`src/rtl/hs_talker_sync.sv`:
```
// rtl/hs_talker_sync.sv - req/ack talker with ack synchronizer, 2/4-phase signalling and watchdog
module hs_talker_sync #(
  parameter int DATA_W      = 8,
  parameter int SYNC_STAGES = 2,
  parameter int PHASE4      = 1,
  parameter int TIMEOUT     = 0,
  parameter int CNT_W       = 16
) (
  input  logic              clk,
  input  logic              reset,
  input  logic              start,
  input  logic [DATA_W-1:0] data_in,
  input  logic              clear_err,
  output logic              ready,
  output logic              busy,
  output logic              req_out,
  output logic [DATA_W-1:0] data_out,
  input  logic              ack_in,
  output logic              done,
  output logic              timeout_err
);

  typedef enum logic [1:0] {IDLE, REQ, REL, ERR} state_t;

  localparam bit              WD_EN   = (TIMEOUT > 0);
  localparam logic [CNT_W-1:0] WD_LAST = CNT_W'((TIMEOUT > 0) ? TIMEOUT - 1 : 0);

  state_t              state, state_n;
  state_t              ret, ret_n;
  logic [SYNC_STAGES-1:0] sync;
  logic                ack_s;
  logic [CNT_W-1:0]    wd, wd_n, wd_inc;
  logic                req_n, done_n, err_n;
  logic [DATA_W-1:0]   data_n;
  logic                req_exit;
  logic                wd_expired;

  // Multi-flop synchronizer: ack_in only ever reaches the FSM through ack_s.
  always_ff @(posedge clk or negedge reset) begin
    if (!reset) sync <= '0;
    else        sync <= {sync[SYNC_STAGES-2:0], ack_in};
  end

  assign ack_s = sync[SYNC_STAGES-1];

  assign ready = (state == IDLE);
  assign busy  = ~ready;

  // Saturating increment, and expiry only when the watchdog is enabled.
  assign wd_inc     = (wd == {CNT_W{1'b1}}) ? wd : wd + 1'b1;
  assign wd_expired = WD_EN && (wd >= WD_LAST);
  assign req_exit   = (PHASE4 != 0) ? ack_s : (ack_s == req_out);

  // State and datapath registers.
  always_ff @(posedge clk or negedge reset) begin
    if (!reset) begin
      state       <= IDLE;
      ret         <= REQ;
      req_out     <= 1'b0;
      data_out    <= '0;
      done        <= 1'b0;
      timeout_err <= 1'b0;
      wd          <= '0;
    end else begin
      state       <= state_n;
      ret         <= ret_n;
      req_out     <= req_n;
      data_out    <= data_n;
      done        <= done_n;
      timeout_err <= err_n;
      wd          <= wd_n;
    end
  end

  // Next-state and next-output decode; exit conditions take priority over expiry.
  always_comb begin
    state_n = state;
    ret_n   = ret;
    req_n   = req_out;
    data_n  = data_out;
    done_n  = 1'b0;
    err_n   = timeout_err;
    wd_n    = wd;
    unique case (state)
      IDLE: begin
        if (start) begin
          data_n  = data_in;
          req_n   = (PHASE4 != 0) ? 1'b1 : ~req_out;
          wd_n    = '0;
          state_n = REQ;
        end
      end
      REQ: begin
        if (req_exit) begin
          wd_n = '0;
          if (PHASE4 != 0) begin
            req_n   = 1'b0;
            state_n = REL;
          end else begin
            done_n  = 1'b1;
            state_n = IDLE;
          end
        end else if (wd_expired) begin
          ret_n   = REQ;
          err_n   = 1'b1;
          state_n = ERR;
        end else if (WD_EN) begin
          wd_n = wd_inc;
        end
      end
      REL: begin
        if (!ack_s) begin
          wd_n    = '0;
          done_n  = 1'b1;
          state_n = IDLE;
        end else if (wd_expired) begin
          ret_n   = REL;
          err_n   = 1'b1;
          state_n = ERR;
        end else if (WD_EN) begin
          wd_n = wd_inc;
        end
      end
      ERR: begin
        if (clear_err) begin
          err_n   = 1'b0;
          wd_n    = '0;
          state_n = ret;
        end
      end
      default: state_n = IDLE;
    endcase
  end

endmodule

```
`config.mk`:
```
export PLATFORM = sky130hd
export DESIGN_NAME = hs_talker_sync
export DESIGN_NICKNAME = d
export VERILOG_FILES = /design/src/rtl/hs_talker_sync.sv
export SDC_FILE = /design/constraint.sdc
export NUM_CORES = 1
export LEC_CHECK = 0
export ABC_CLOCK_PERIOD_IN_PS = 2300
export BUFFER_PORTS_ARGS = -buffer_cell sky130_fd_sc_hd__buf_2
export CORE_AREA = 8 8 45 47
export CTS_CLUSTER_SIZE = 24
export DETAILED_ROUTE_END_ITERATION = 8
export DIE_AREA = 0 0 53 55
export PLACE_DENSITY_LB_ADDON = 0.25
export SLEW_MARGIN = 20
export SYNTH_ARGS = -nofsm -noshare
export SYNTH_HDL_FRONTEND = slang
export SYNTH_SLANG_ARGS = --single-unit
```
`constraint.sdc`:
```
create_clock -name clk -period 2.3 [get_ports clk]
set_input_delay 0.115 -clock clk [delete_from_list [all_inputs] [get_ports clk]]
set_output_delay 0.115 -clock clk [all_outputs]
set_load 0.05 [all_outputs]
```
# Word-level counts from Yosys, hierarchy flattened
# Cells that the tools add are included.
totals:
  regBits: 14
  inputBits: 13
  out_inout_bits: 13
  wordCells: 28
classes:
  eq_ne: 7
  n_mux: 10
  bitwise: 1
  reduce_logical: 5
op_table:
  columns: ["cell", "count"]
  rows:
  - ["2-bit 2-to-1 mux", 4]
  - ["2-bit != test, second input constant", 4]
  - ["2-bit one-hot mux with 4 select lines", 1]
  - ["2-bit equality test, second input constant", 2]
  - ["1-bit 2-to-1 mux", 4]
  - ["4-bit AND reduction", 1]
  - ["3-bit AND reduction", 1]
  - ["2-bit by 1-bit equality test with 1-bit output, second input constant", 1]
  - ["2-bit zero test", 1]
  - ["1-bit one-hot mux with 2 select lines", 1]
  - ["2-bit AND reduction", 1]
  - ["2-bit nonzero test", 1]
  - ["1-bit inverter", 1]

# Depth between registers and ports, before layout
# Gate-level depths: netlist (run 1).
logic_depth:
  depth_word: 3
  ltp_mapped: 5

# Least setup slack after synthesis (run 1)
# Ideal clock, no wire load.
synth_path:
  kind: "register to register"
  startpoint: "reg state[0]"
  endpoint: "reg state[1]"
  setup_time_ns: 0.125
  arrival_time_ns: 2.029
  setup_slack_ns: 0.146
  stages_incl_launch_ff: 6
  path_buffers: 0
  synth_period_minus_slack_ns: 2.154
  cell_sequence: "dfrtp_1 > inv_1 > ha_1 > inv_1 > o221ai_2 > mux2_4"
synth_between:
  elab_chain_cells: 3
synth_rtl:
  columns: ["element", "line", "rtl"]
  rows:
  - ["start: declaration", "28", "state_t state, state_n;"]
  - ["start signal: assignment", "65", "state <= state_n;"]
  - ["2-bit zero test *", null, null]
  - ["named net ready", "14", "output logic ready,"]
  - ["2-bit != test (no line)", null, null]
  - ["4-bit AND reduction (no line)", null, null]
# The timed path passes the listed nets; every way through them passes the cells marked *.
# A chain may end at the register's enable or synchronous reset.

# Worst setup path in the final report (run 1)
layout_path:
  startpoint: "reg state[1]"
  endpoint: "reg state[1]"
layout_between:
  elab_chain_cells: 3
layout_rtl:
  columns: ["element", "line", "rtl"]
  rows:
  - ["2-bit equality test, or another cell as far along", "84", "unique case (state)"]
  - ["2-bit != test (no line)", null, null]
  - ["4-bit AND reduction (no line)", null, null]
# Parallel ways exist; a longest one is shown, timed or not.

==> results of run 1 <==
[kinds of logic (layout without fill, tap and decap cells)]
kind of cell | count (synthesis) | count (layout)
fa+ha+maj | 5 | 5
buf+inv | 6 | 34
mux | 12 | 12
other cells | 1 | 1
simple gates | 4 | 4
flops | 14 | 14
compound gates | 2 | 2
[routing by layer]
| metal | up-vias | track usage (%) | share of wire, % |
|---|---|---|---|
| met5 | - | 0 | 0 |
| met3 | 0 | 4.28 | 14 |
| met4 | 0 | 5.17 | 0 |
| met2 | 15 | 12.1 | 44 |
| met1 | 195 | 9.65 | 42 |
| li1 | 201 | - | - |
[critical path, delay by kind of cell, from the launching register on]
kind	cells	cell delay [ns]
DFF	1	0.42
muxes	1	0.32
AOI/OAI and AO/OA	1	0.24
buffers and inverters	2	0.20
adders and majority gates	1	0.20
[registers in the layout (all words and copies together) (netlist names)]
| register | count |
|---|---|
| data_out | 8 |
| done | 1 |
| req_out | 1 |
| state | 2 |
| sync | 2 |
[layout make-up]
cell class / count / area share, %
Multi-Input combinational cell: 24 / 30.7
Clock buffer: 3 / 2.83
Inverter: 5 / 2.36
Timing Repair Buffer: 26 / 17.6
Sequential cell: 14 / 44.0
Tap cell: 16 / 2.52
[stage by stage]
step / instance area, sq um / setup slack [ns]
floorplan: 621 / 0.146
global placement: 753 / 0.850
detailed placement: 753 / 0.825
CTS: 796 / 0.807
global route: 796 / 0.726
finish: 796 / 0.804
[cells in the mapped netlist]
master / number
dfrtp_1: 14
mux2_2: 8
ha_1: 5
inv_1: 5
mux2i_1: 3
nand2_1: 2
and2b_2: 1
buf_4: 1
conb_1: 1
mux2_4: 1
nand2_2: 1
o21ai_0: 1
o221ai_2: 1
[how the worst min path moves through the flow]
| stage | startpoint | end | slack [ns] | depth (start not counted) |
|---|---|---|---|---|
| detailed placement | reset | done | 0.03 | 1 |
| floorplan | reset | data_out[0] | -0.18 | 0 |
| CTS | data_in[7] | data_out[7] | 0.06 | 2 |
| global placement | reset | req_out | 0.02 | 1 |
| finish | data_in[3] | data_out[3] | 0.07 | 2 |
| global route | data_in[4] | data_out[4] | 0.06 | 2 |
==> metrics.csv, run 1 <==
metric;value;unit
cp_cell_sequence;inv_1, ha_1, inv_1, o221ai_2, mux2_4;
synth_compound_area_share;3.23;%
grt_pass1_wl;1.77;mm
grt_pass1_vias;417;
cp_max_fo;4;
final_common_cell;buf_2;
synth-adder-area-share;10.1;%
synth-simple-area-share;3.63;%
syn2layout_area_growth;28.2;%
reg2reg_depth;5;
ys_warn_count;0;
maxCapViolCount;0;
slowest_delay;0.42;ns
ys_seq_area_share;56.5;%
clk_pin_slew_worst_paths;0.08;ns
crit_start;state[1];
dieArea;2920;sq um
stdcell_count;88;
ys_types;13;
cp_common_cell;inv_1;
final.setup.tns;0;ns
drive_gt1_share;54.2;%
worstSetupPathType;flip-flop to flip-flop;
final_util;57.5;%
fmax;669;MHz
wl_per_cell;12.7;um
synth_area_leaders;dfrtp_1, mux2_2, ha_1, mux2i_1, inv_1;
core_area;1380;sq um
regToRegSetupSlack;0.80;ns
cts_tree;yes;
hp-class;input pin to flip-flop;
fill_cells;129;
start_util;44.8;%
antenna_found_initial;0;
io_pins;26;
clock_latency;0.27;ns
cts_sinks;14;
cts_root_buf;clkbuf_4;
hold_ws;0.0719;ns
critPathLaunchType;flip-flop;
n_antenna_cell;0;
post-cts-setup-buffers;0;
final_nets;92;
overflow;0;
dpl.cell_count;83;
clock_path_buffers;2;
dpl.hpwl;895;um
synth.cell_area;621;sq um
r2r-start;state[1];
grt_start_max_net_pins;15;
ys_ff_latch;14;
cp.required;2.46;ns
skew;0.00113;ns
die_y;55;um
finalHoldViolations;0;
muxShareOfSynthArea;21.8;%
rsz0062_at_grt;false;
dr.first_iter.drc_count;1;
synth_top_family_by_area;multiplexers;
multiInputGateArea;244;sq um
critPathSlowestCell;dfrtp_1;
worstSetupEndpointType;flip-flop;
postCtsHoldBufs;2;
final_cell_mix;buf_2, dfrtp_1, mux2_2;
num_vias;411;
port_buffers;24;
ctsHtreeMaxLevel;1;
drv_slew;0;
reg2reg_to;state[1];
viasPerCell;4.67;
avgSynthCellArea;14.1;sq um
grtUsageTotal;8.37;%
ant_nets;0;
fin_crit;1.50;ns
setup_viol;0;
core.rowCount;14;
postSynthNetCount;62;
drt_first_pass_iters;2;
gp_congestion;0.731;
yosysTopAreaCell;dfrtp_1;
cts_buffers;3;
status;complete, no violations;
syn_inst;44;
post_cts_resize_count;0;
endpoint;state[1];
netlist.area_leader.share;56.5;%
route.detailed.drc;0;
die_w;53;um
synthXorXnorAreaFrac;0;%
timing.final.crit_share;65.0;%
regArea;350;sq um
cp_data_arrival_time;1.66;ns
drt-total-wl;1.12;mm
Power of run 1 is not shown: default switching activity piles up to over one toggle a cycle in this logic, so the estimate is an artifact.
==> inputs of run 2 (changes only) <==
--- a/config.mk
+++ b/config.mk
@@ -5,12 +5,12 @@
 export SDC_FILE = /design/constraint.sdc
 export NUM_CORES = 1
 export LEC_CHECK = 0
-export ABC_CLOCK_PERIOD_IN_PS = 2300
+export ABC_CLOCK_PERIOD_IN_PS = 1300
 export BUFFER_PORTS_ARGS = -buffer_cell sky130_fd_sc_hd__buf_2
-export CORE_AREA = 8 8 45 47
+export CORE_MARGIN = 8
+export CORE_UTILIZATION = 40
 export CTS_CLUSTER_SIZE = 24
 export DETAILED_ROUTE_END_ITERATION = 8
-export DIE_AREA = 0 0 53 55
 export PLACE_DENSITY_LB_ADDON = 0.25
 export SLEW_MARGIN = 20
 export SYNTH_ARGS = -nofsm -noshare
==> constraint.sdc (replaced) <==
create_clock -name clk -period 1.3 [get_ports clk]
set_input_delay 0.065 -clock clk [delete_from_list [all_inputs] [get_ports clk]]
set_output_delay 0.065 -clock clk [all_outputs]
set_load 0.05 [all_outputs]
==> run 2 against run 1 <==
The flow now finishes with violations (setup timing). First-iteration DRC count increased to 3.0 times the previous value. Via count increased by 8.5%. Clock skew grew 0.0060 ns. Maximum frequency is 4.6% higher. Largest cell class unchanged.
==> metrics.csv, run 2 (synthesis gave the netlist of run 1 again) <==
metric;value;unit;change
status;finished, violations left;;was complete, no violations
violations;setup timing;;
gp_congestion;0.715;;was 0.731
drive_gt1_share;67.5;%;was 54.2%
die_y;55.4;um;was 55 um
cts_buffers;3;;unchanged
num_vias;446;;was 411
fmax;699;MHz;was 669 MHz
clock_path_buffers;2;;unchanged
crit_start;state[0];;was state[1]
die_w;55.4;um;was 53 um
worstHoldStart;data_in[4];;was data_in[3]
cp.required;1.46;ns;was 2.46 ns
hp-class;input pin to flip-flop;;unchanged
final_cell_mix;buf_2, dfrtp_1, mux2_2;;unchanged
route.detailed.drc;0;;unchanged
ctsHtreeMaxLevel;1;;unchanged
critPathLaunchType;flip-flop;;unchanged
regToRegSetupSlack;-0.13;ns;was 0.80 ns
viasPerCell;4.65;;was 4.67
reg2reg_depth;5;;unchanged
multiInputGateArea;285;sq um;was 244 sq um
fin_area;923;sq um;was 796 sq um
overflow;0;;unchanged
core.rowCount;14;;unchanged
hold_ws;0.0151;ns;was 0.0719 ns
core_area;1490;sq um;was 1380 sq um
syn2layout_area_growth;48.8;%;was 28.2%
dr.first_iter.drc_count;3;;was 1
drt-total-wl;1.22;mm;was 1.12 mm
port_buffers;24;;unchanged
wl_per_cell;12.7;um;about the same
cts_sinks;14;;unchanged
io_pins;26;;unchanged
pre_cts_slack;-0.149;ns;was 0.825 ns
clk_pin_slew_worst_paths;0.08;ns;about the same
grt_start_max_net_pins;15;;unchanged
ant_nets;0;;unchanged
worstSetupEndpointType;flip-flop;;unchanged
whs_path_depth;2;;unchanged
grt_pass1_vias;465;;was 417
r2r-start;state[0];;was state[1]
start_util;41.7;%;was 44.8%
drv_slew;0;;unchanged
maxCapViolCount;0;;unchanged
cts_tree;yes;;unchanged
setup_viol;11;;was 0
reg2reg_to;state[1];;unchanged
dieArea;3070;sq um;was 2920 sq um
fill_cells;124;;was 129
regMostFlops;data_out;;unchanged
grt_pass1_wl;2.15;mm;was 1.77 mm
final_common_cell;buf_2;;unchanged
fin_ws;-0.130;ns;was 0.804 ns
cts_root_buf;clkbuf_4;;unchanged
finalHoldViolations;0;;unchanged
skew;0.00718;ns;was 0.00113 ns
rsz0062_at_grt;true;;was false
antenna_found_initial;0;;unchanged
grtUsageTotal;8.53;%;was 8.37%
fin_crit;1.43;ns;was 1.50 ns
worstSetupPathType;flip-flop to flip-flop;;unchanged
regArea;350;sq um;unchanged
dpl.hpwl;905;um;was 895 um
final_nets;99;;was 92
clock_latency;0.27;ns;about the same
hold-path-endpoint;data_out[4];;was data_out[3]
post_dp_cell_area;800;sq um;was 753 sq um
cp_data_arrival_time;1.59;ns;was 1.66 ns
largest_reg_flops;8;;unchanged
drt_first_pass_iters;2;;unchanged
reg.largest.list;data_out (8), state (2), sync (2);;unchanged
n_antenna_cell;0;;unchanged
cp_max_fo;4;;unchanged
timing.final.crit_share;110;%;was 65.0%
-- run 2: cell types whose count changed in the layout (fill, tap and decap cells not counted), sizes merged --
cell      change
buf           +7
clkinvlp      +1
inv           -1
clkbuf        +1
-- run 2: area by class of cell --
| cell class | count | share of cell area [%] |
|---|---|---|
| sequential | 14 | 37.9 |
| multi-input combinational | 24 | 30.9 |
| timing repair buffer | 33 | 22.6 |
| clock buffer | 4 | 3.93 |
| inverter | 5 | 2.44 |
| tap | 16 | 2.17 |
-- run 2: repair_timing --
| action | 4_1_cts | 5_1_grt |
|---|---|---|
| gates cloned | 0 | 0 |
| hold endpoints to repair | 15 | 0 |
| buffers inserted | 2 | 1 |
| hold buffers | 2 | 0 |
| gates resized for setup | 6 | 4 |
| endpoints found under the setup margin | 12 | 11 |
-- run 2: worst max path at each step --
stage                           to
after floorplan           state[1]
after global placement    state[1]
after detailed placement  state[1]
after CTS                 state[1]
after global routing      state[1]
final                     state[1]
-- run 2: metrics by stage --
stage,util [%],instances,TNS [ns]
after floorplan,-,44,-0.849
after global placement,53.7,87,-0.204
after detailed placement,53.7,87,-0.335
after CTS,59.7,95,-0.477
after global routing,62.0,96,-1.03
final,62.0,96,-0.365
-- run 2: per-layer routing --
layer	vias to the layer above	track usage, %	wire length, um	share of wire [%]
met2	14	14.7	639	53
met3	2	6.16	113	9.3
met1	215	8.20	457	38
met4	0	1.06	6	0.49
met5	-	0	0	0
li1	215	-	-	-
-- run 2: critical path, stage by stage, from the launching register on --
cell	delay, ns
dfrtp_1	0.43
inv_2	0.11
ha_4	0.16
clkinvlp_4	0.11
o221ai_4	0.20
mux2_4	0.31
Power of run 2 is left out for the same reason.
==> inputs of run 3 (changes only) <==
==> constraint.sdc (replaced) <==
create_clock -name clk -period 1.3 [get_ports clk]
set_input_delay 0.065 -clock clk [delete_from_list [all_inputs] [get_ports clk]]
set_output_delay 0.065 -clock clk [all_outputs]
set_load 0.01 [all_outputs]
==> run 3 against run 2 <==
The run still ends with setup timing left. Critical endpoint unchanged. Final cell count decreased by 1.0%. Critical path type unchanged. Maximum frequency increased by 2.3%. Setup slack improved by 0.032 ns. Sequential share of layout area decreased by 0.44 points. Worst hold slack improved by 0.0079 ns. Core utilization increased by 1.2 points.
==> metrics.csv, run 3 (synthesis gave the netlist of run 1 again) <==
metric;value;unit;change
violations;setup timing;;unchanged
clock_path_buffers;2;;unchanged
final_util;63.2;%;was 62.0%
worstSetupPathType;flip-flop to flip-flop;;unchanged
stdcell_count;95;;was 96
start_util;41.7;%;unchanged
core_area;1490;sq um;unchanged
antenna_found_initial;0;;unchanged
p_leak;0.464;nW;
fin_crit;1.40;ns;was 1.43 ns
cp_max_fo;4;;unchanged
clock_latency;0.27;ns;about the same
die_y;55.4;um;unchanged
clk_pin_slew_worst_paths;0.08;ns;about the same
final_cell_mix;buf_2, dfrtp_1, mux2_2;;unchanged
grt_pass1_wl;2.18;mm;was 2.15 mm
grt_pass1_vias;472;;was 465
reg.largest.list;data_out (8), state (2), sync (2);;unchanged
regMostFlops;data_out;;unchanged
timing.final.crit_share;108;%;was 110%
core.rowCount;14;;unchanged
cts_sinks;14;;unchanged
status;finished, violations left;;unchanged
io_pins;26;;unchanged
power_density;2420;nW/um^2;
cp.required;1.46;ns;about the same
fin_ws;-0.0978;ns;was -0.130 ns
wl_per_cell;13.2;um;was 12.7 um
final_common_cell;buf_2;;unchanged
regArea;353;sq um;was 350 sq um
hp-class;input pin to flip-flop;;unchanged
top_layer;met3;;was met4
die_w;55.4;um;unchanged
ctsHtreeMaxLevel;1;;unchanged
gp_congestion;0.743;;was 0.715
largest_reg_flops;8;;unchanged
multiInputGateArea;310;sq um;was 285 sq um
grtUsageTotal;8.59;%;was 8.53%
n_antenna_cell;0;;unchanged
viasPerCell;4.62;;was 4.65
cts_root_buf;clkbuf_4;;unchanged
fmax;715;MHz;was 699 MHz
dpl.cell_count;87;;unchanged
num_vias;439;;was 446
drt_first_pass_iters;2;;unchanged
irDropWorstVdd;1.10;mV;
skew;0.00247;ns;was 0.00718 ns
route.met3.wl;149;um;was 113 um
cp_data_arrival_time;1.55;ns;was 1.59 ns
wl_met1;578;um;was 457 um
final_nets;98;;was 99
critPathLaunchType;flip-flop;;unchanged
dieArea;3070;sq um;unchanged
dpl.hpwl;971;um;was 905 um
drv_slew;0;;unchanged
rsz0062_at_grt;true;;unchanged
maxCapViolCount;0;;unchanged
wl_met2;528;um;was 639 um
syn2layout_area_growth;51.6;%;was 48.8%
fill_cells;128;;was 124
port_buffers;24;;unchanged
finalHoldViolations;0;;unchanged
grt_start_max_net_pins;15;;unchanged
worstSetupEndpointType;flip-flop;;unchanged
route.detailed.drc;0;;unchanged
drive_gt1_share;70.9;%;was 67.5%
overflow;0;;unchanged
setup_viol;3;;was 11
cts_buffers;3;;unchanged
dr.first_iter.drc_count;3;;unchanged
drt-total-wl;1.26;mm;was 1.22 mm
ant_nets;0;;unchanged
cts_tree;yes;;unchanged
==> run 3: changes by cell type in the layout (fill, tap and decap cells not counted), sizes merged <==
| cell | delta |
|---|---|
| buf | -1 |
| clkinvlp | -1 |
| inv | +1 |
==> run 3: where the power goes <==
part           internal (W)  switching, W  total, W
clock              0.000170      0.000130  0.000300
sequential         0.000629      0.000134  0.000762
combinational      0.000690      0.000522   0.00121
==> run 3: critical path, cell delays in order (launching register included) <==
cell,delay [ns]
dfrtp_2,0.46
inv_4,0.10
ha_4,0.17
inv_4,0.05
o221ai_4,0.19
mux2_4,0.32
==> run 3: metrics by stage <==
step                      hold slack, ns  power, W  setup slack, ns  setup TNS, ns  instance area (sq um)
final                             0.0231   0.00227          -0.0978         -0.196                    941
after floorplan                   -0.231   0.00134          -0.0479        -0.0479                    638
after global placement           -0.0236   0.00172          -0.0682         -0.137                    801
after global routing              0.0138   0.00246           -0.149         -0.539                    941
after detailed placement         -0.0215   0.00175          -0.0788         -0.258                    801
after CTS                         0.0183   0.00229           -0.111         -0.257                    933
==> run 3: metal layers <==
layer,vias up,track usage [%]
li1,217,-
met1,201,10.3
met2,21,12.3
met3,0,5.02
met4,0,3.17
met5,-,0
==> run 3: worst paths after layout <==
path | from | endpoint | slack (ns) | cells past startpoint
setup / recovery | state[0] | state[1] | -0.1 | 5
hold / removal | data_in[1] | data_out[1] | 0.02 | 2
setup reg to reg | state[0] | state[1] | -0.1 | 5
hold reg to reg | sync[0] | sync[1] | 0.36 | 0
max in group asynchronous | reset | state[1] | 0.83 | 2
min in group asynchronous | reset | req_out | 0.21 | 2
==> run 3: final cells by class <==
type,count,area share (%)
sequential,14,37.5
timing repair buffer,32,20.7
inverter,5,2.79
multi-input combinational,24,33.0
tap,16,2.13
clock buffer,4,3.86
==> run 3: what timing repair did <==
action,CTS,global route
setup buffers,1,1
resized for setup,14,0
hold endpoints to repair,15,0
endpoints found under the setup margin,11,11
pin swaps,1,1
hold buffers,2,0
No activity file was read; power rests on OpenSTA's default activity.
